## config.mk

```make
export PLATFORM = sky130hd
export DESIGN_NAME = pc_gen_unit
export DESIGN_NICKNAME = d
export VERILOG_FILES = /design/src/rtl/pc_gen_unit.sv
export SDC_FILE = /design/constraint.sdc
export NUM_CORES = 1
export LEC_CHECK = 0
export ABC_AREA = 1
export CAP_MARGIN = 20
export CELL_PAD_IN_SITES_DETAIL_PLACEMENT = 2
export CELL_PAD_IN_SITES_GLOBAL_PLACEMENT = 2
export CORE_UTILIZATION = 33
export CTS_CLUSTER_SIZE = 12
export DETAILED_ROUTE_END_ITERATION = 8
export GPL_ROUTABILITY_DRIVEN = 0
export GPL_TIMING_DRIVEN = 0
export PLACE_DENSITY = 0.86
export SLEW_MARGIN = 20
export SYNTH_ARGS = -nofsm -noshare
export SYNTH_HDL_FRONTEND = slang
export SYNTH_SLANG_ARGS = --single-unit
```

## constraint.sdc

```tcl
create_clock -name clk -period 3.96 [get_ports clk]
set_input_delay 1.188 -clock clk [delete_from_list [all_inputs] [get_ports clk]]
set_output_delay 1.188 -clock clk [all_outputs]
set_load 0.005 [all_outputs]
```

## src/rtl/pc_gen_unit.sv

```systemverilog
// Fetch PC generator: sequential stepping, branch/jump/return redirects and a circular return-address stack.
// Redirects and RAS updates take effect at the next rising edge; pc_ready only gates sequential advance.
module pc_gen_unit #(
  parameter int unsigned     XLEN       = 32,
  parameter int unsigned     ADDR_SHIFT = 2,
  parameter logic [XLEN-1:0] RESET_PC   = '0,
  parameter int unsigned     RAS_DEPTH  = 4
) (
  input  logic                         clk,
  input  logic                         rst_n,
  input  logic                         pc_ready,
  input  logic                         redir_valid,
  input  logic [1:0]                   redir_type,
  input  logic                         redir_call,
  input  logic [XLEN-1:0]              redir_base,
  input  logic [XLEN-1:0]              redir_imm,
  input  logic [XLEN-1:0]              redir_rs1,
  output logic [XLEN-1:0]              pc_out,
  output logic                         pc_valid,
  output logic                         ras_miss,
  output logic [$clog2(RAS_DEPTH):0]   ras_count
);

  localparam int unsigned     IW   = $clog2(RAS_DEPTH);
  localparam logic [XLEN-1:0] STEP = XLEN'(4 >> ADDR_SHIFT);
  localparam logic [XLEN-1:0] CLR0 = ~XLEN'(1);
  localparam logic [IW:0]     FULL = (IW + 1)'(RAS_DEPTH);

  logic [XLEN-1:0] ras_mem [RAS_DEPTH];
  logic [IW-1:0]   top_idx;

  logic [XLEN-1:0] rel_off;
  logic [XLEN-1:0] jalr_sum;
  logic [XLEN-1:0] jalr_tgt;
  logic [XLEN-1:0] link;
  logic [XLEN-1:0] ras_top;
  logic [XLEN-1:0] target;
  logic            ras_empty;
  logic            is_ret;
  logic            do_pop;
  logic            do_push;
  logic [IW-1:0]   pop_idx;
  logic [IW-1:0]   push_idx;
  logic [IW:0]     pop_cnt;
  logic [IW:0]     push_cnt;

  assign rel_off   = $unsigned($signed(redir_imm) >>> ADDR_SHIFT);
  assign jalr_sum  = redir_rs1 + redir_imm;
  assign jalr_tgt  = (jalr_sum & CLR0) >> ADDR_SHIFT;
  assign link      = redir_base + STEP;
  assign ras_top   = ras_mem[top_idx];
  assign ras_empty = (ras_count == '0);
  assign is_ret    = (redir_type == 2'b11);
  assign do_pop    = redir_valid && is_ret && !ras_empty;
  assign do_push   = redir_valid && redir_call && (redir_type != 2'b00);

  always_comb begin
    target = redir_base + rel_off;
    case (redir_type)
      2'b10:   target = jalr_tgt;
      2'b11:   target = ras_empty ? jalr_tgt : ras_top;
      default: target = redir_base + rel_off;
    endcase
  end

  // A combined return+call is a pop followed by a push, so the push is built on the popped state.
  always_comb begin
    pop_idx  = do_pop ? top_idx - 1'b1 : top_idx;
    pop_cnt  = do_pop ? ras_count - 1'b1 : ras_count;
    push_idx = pop_idx + 1'b1;
    push_cnt = (pop_cnt == FULL) ? FULL : pop_cnt + 1'b1;
  end

  always_ff @(posedge clk or negedge rst_n) begin
    if (!rst_n) begin
      pc_out    <= RESET_PC;
      pc_valid  <= 1'b0;
      ras_miss  <= 1'b0;
      ras_count <= '0;
      top_idx   <= '0;
    end else begin
      pc_valid <= 1'b1;
      ras_miss <= redir_valid && is_ret && ras_empty;
      if (redir_valid) begin
        pc_out <= target;
      end else if (pc_valid && pc_ready) begin
        pc_out <= pc_out + STEP;
      end
      if (do_push) begin
        top_idx   <= push_idx;
        ras_count <= push_cnt;
      end else if (do_pop) begin
        top_idx   <= pop_idx;
        ras_count <= pop_cnt;
      end
    end
  end

  // Circular storage: a push past full lands on the oldest slot.
  always_ff @(posedge clk) begin
    if (do_push) begin
      ras_mem[push_idx] <= link;
    end
  end

endmodule
```

=== Word level (Yosys, flattened, before mapping) ===
Memory sizes are Yosys's and may differ from the RTL's.
Cells that the tools add are included.
Widths: inputs -> output; s select.

* Bits in registers: 39
* Bits in writable memories: 128
* Output and inout bits: 37
* Logic and storage cells: 41
* Memories: 1

* Add/subtract/negate cells: 8
* Equality and inequality tests: 3
* Mux-type cells: 13
* Reductions and logical operators: 11

{| class="wikitable"
|+ Memory list
! name !! words !! width !! read ports !! clocked after Yosys merged registers in !! wr ports !! RTL line !! RTL
|-
| ras_mem || 4 || 32 || 1 || 0 || 1 || 29 || <nowiki>logic [XLEN-1:0] ras_mem [RAS_DEPTH];</nowiki>
|}

{| class="wikitable"
|+ Operator list
! operator !! number
|-
| $mux 32 || 3
|-
| $add 32x1->32 const B || 2
|-
| $add 32x32->32 || 2
|-
| $pmux 32 s2 || 1
|-
| $mux 3 || 4
|-
| $logic_and 1x1->1 || 6
|-
| $mux 2 || 3
|-
| $reduce_bool 2->1 || 3
|-
| $eq 2x2->1 const B || 2
|-
| $add 3x1->3 const B || 1
|-
| $eq 3x3->1 const B || 1
|-
| $logic_not 3->1 || 1
|-
| $sub 3x1->3 const B || 1
|-
| $add 2x1->2 const B || 1
|-
| $mux 1 || 2
|-
| $sub 2x1->2 const B || 1
|-
| $logic_not 1->1 || 1
|}

=== Longest topological paths before layout ===
* Depth after elaboration: 7
* Depth in mapped cells: 16
* Depth with buffers taken out: 16

=== Least setup slack after synthesis ===
Ideal clock, no wire load.

* Kind: input-to-reg
* From: in redir_type[0]
* To: mem ras_mem[1][0] (enable)
* Setup time: 0.421 ns
* Arrival time: 3.484 ns
* Data required time: 3.539 ns
* Slack: 0.054 ns
* Stages: 9
* Path buffers: 0
* Cells stage by stage: nand2_1 nor2_1 inv_2 nor2_4 nand2_1 xor2_1 ha_1 inv_1 nor2_1

* Word-level cells in the longest chain between the ends: 5
* Elaborated cells on any way between the ends: 9
* Classes of those cells: add/sub (1); eq/ne (1); mux (3); reduce/logical (4)

{| class="wikitable"
|+ Ends and longest elaborated chain
! element !! RTL line !! RTL
|-
| from (decl) || 13 || <nowiki>input logic [1:0] redir_type,</nowiki>
|-
| $eq 2x2->1 || 53 || <nowiki>assign is_ret = (redir_type == 2'b11);</nowiki>
|-
| $logic_and 1x1->1 (2 in a row) || 54 || <nowiki>assign do_pop = redir_valid && is_ret && !ras_empty;</nowiki>
|-
| $mux 2 || 68 || <nowiki>pop_idx = do_pop ? top_idx - 1'b1 : top_idx;</nowiki>
|-
| $add 2x1->2 || 70 || <nowiki>push_idx = pop_idx + 1'b1;</nowiki>
|-
| to (decl) || 29 ||
|}

Parallel ways exist; a longest one is shown, timed or not.

=== Worst setup path after layout ===
* From: in redir_type[0]
* To: mem ras_mem[0][24] (enable)

The elaborated chain is that of the path after synthesis.

==> reports/metrics.cfg <==
[outcome]
outcome = complete, no violations

[yosys]
synthCells = 1797
syn_area_um2 = 13000
synth_warnings = 0
synth-main-ff-cell = edfxtp_1
synth_area_leaders = edfxtp_1, nand2_1, dfrtp_1
yosysTopAreaCellShare_pct = 29.7
syn_avg_cell_area_um2 = 7.21
ys_types = 55
synth_nets = 1972
synth_seq_area_share_pct = 37.2
netlist_top_cells_count = nand2_1, inv_1, nor2_1
yosysTopAreaCell = edfxtp_1
async_reset_ff_share_pct = 23.4
synth_edf_count = 128
yosysMostFrequentCell = nand2_1
ys_ff_latch = 167

[clock_tree]
cts_tree = built
htreeDepth = 4
root_buffer = clkbuf_16
cts_hold_buf = 0
clk_path_buf_depth = 2
cts_made_buffers = 17
insertion_delay_ns = 0.47
clock-sinks = 167
clk_pin_slew_ns = 0.07

[sta]
finalSetupViolCount = 0
timing.hold.ws_ns = 0.571
timing.fmax_mhz = 255
max_slew.worst_pin.slew_ns = 0.878
post-route-worst-setup-slack_ns = 0.0367
finalClockSkew_ns = 0.0214
finalCriticalPeriod_ns = 3.92
hold_viol = 0
finalCritPeriodShare_pct = 99.1
slew_headroom_pct = 41.5
tns_ns = 0
drv_slew = 0

[place]
port_buffers = 139
dp_slack_ns = -0.476
dp_cells = 2459
dp_hpwl_mm = 48.5

[die]
rows = 72
initial_core_util_pct = 33.5
pin_count = 140
core_um2 = 38600
die_area_um2 = 40000
die_w_um = 200
die_h_um = 200

[critical_path]
cp-end-kind = flip-flop
critPathLaunchType = input port
cp.arrival_ns = 4.08
cp.required_ns = 4.12
path_max_fanout = 21
critPathKind = in2reg

[routing]
routed_wl_mm = 59.7
wl_per_cell_um = 23.9
first_pass_iters = 5
post-route-drc-count = 0
ant_nets = 0
num_vias = 13800
first_iter_violations = 778
viasPerCell = 5.52

[power]
netSwitchingFraction_pct = 43.9
intPower_uw = 4050
p_comb_share_pct = 44.3
power_density_nw_per_um2 = 457
seq_power_share_pct = 31.8
power.total_uw = 7230
p_sw_uw = 3170
clkPwrFrac_pct = 23.8
max-vdd-ir-drop_v = 0.000292
p_leak_uw = 0.00702

[grt]
grt_pass1_vias = 14800
busiest_layer = met2
grt_util_met3_pct = 3.56
grt_pass1_wl_mm = 89.6
antenna_found_initial = 0
grt_max_degree = 22
grt_use_total_pct = 29.7
gr-usage-met1_pct = 37.4
gr-total-overflow = 0
grt_use_met2_pct = 51.7

[finish]
area_delta_synth_final_pct = 22.1
layout-drive-gt1-share_pct = 6.56
final_cells = 2501
fin_nets = 2146
antennaDiodeCount = 0

[min_path]
hp-class = reg2reg

[run]
timing.max_cap.violations = 0

-- cell families (layout without fill, tap and decap cells) --
group,Yosys count,in the layout,share of synthesized area (%)
buffers and inverters,281,467,8.34
AO/OA/AOI/OAI,271,271,11.7
other,1,1,0.0290
flip-flops,167,167,37.2
AND/OR/NAND/NOR,958,958,32.5
adder cells (fa/ha/maj),72,72,7.01
XOR/XNOR,47,47,3.24
-- layer usage --
metal | vias to the layer above | wire (um)
li1 | 6317 | -
met1 | 7020 | 25700
met2 | 368 | 29400
met3 | 95 | 2450
met4 | 0 | 2240
met5 | - | 0
-- flip-flops by register name, indices dropped and copies added (netlist names) --
name and flops:
pc_out 32, ras_miss 1, pc_valid 1, ras_mem 128, top_idx 2, ras_count 3
-- what timing repair did --
action,in CTS,in global routing
endpoints found under the hold margin,0,0
endpoints found under the setup margin,18,65
pin swaps,1,4
gates resized for setup,1,1
setup buffers,0,11
-- cell type report --
class / instances / area, um2
buffer: 43 / 186
clock buffer: 17 / 425
clock inverter: 14 / 161
fill: 4527 / 22800
inverter: 238 / 893
multi-input combinational: 1349 / 7090
sequential: 167 / 4820
tap: 518 / 648
timing repair buffer: 155 / 1600
-- power groups by stage --
stage / Sequential (uW) / Combinational (uW) / Clock [uW]
5_1_grt: 2320 / 3470 / 1800
4_1_cts: 2300 / 3160 / 1740
3_3_place_gp: 2320 / 2900 / 0
3_5_place_dp: 2330 / 3120 / 0
6_report: 2300 / 3200 / 1720
2_1_floorplan: 2280 / 1720 / 0
-- placed cells by master, fill, tap and decap left out, drive strengths merged, types with 2 or more instances in the layout --
cell             n
or2             20
xor2            30
clkbuf          36
o21ai           93
nor3            33
ha              71
dfrtp           39
buf             41
a31oi            9
nand3          134
clkinv           5
a21o             4
nand2          541
a32o             7
o211ai           3
o21bai           7
nand3b          13
a22oi            8
o22ai           12
a41oi            2
a221o            3
nor4             4
a21oi          117
edfxtp         128
xnor2           17
clkdlybuf4s50  138
a21boi           3
nand4           43
nor2           168
inv            245
-- worst max-delay path, stage by stage --
cell,delay (ns)
clkdlybuf4s50_1,0.63
nand2_1,0.23
nor2_1,0.35
inv_2,0.11
nor2_4,0.16
nand2_1,0.12
xor2_1,0.21
inv_1,0.15
ha_1,0.15
inv_1,0.06
nor2_4,0.43
buf_12,0.26
-- per-stage QoR --
step,area [um2],util [%]
after floorplan,13000,-
after global placement,15000,38.8
after detailed placement,15100,39.2
after CTS,15700,40.7
after global routing,15800,40.9
final,15800,40.9
-- path summary, 6_finish.rpt --
| kind | slack [ns] | end | startpoint | depth (start not counted) |
|---|---|---|---|---|
| max | 0.04 | ras_mem[0][24] | redir_type[0] | 12 |
| min | 0.57 | pc_out[23] | pc_out[23] | 2 |
| max reg2reg | 0.55 | ras_mem[0][24] | ras_count[0] | 14 |
| min reg2reg | 0.57 | pc_out[23] | pc_out[23] | 2 |
| max in group asynchronous | 2.68 | pc_out[20] | rst_n | 2 |
| min in group asynchronous | 0.74 | top_idx[1] | rst_n | 1 |
(Power assumes the default switching activity.)
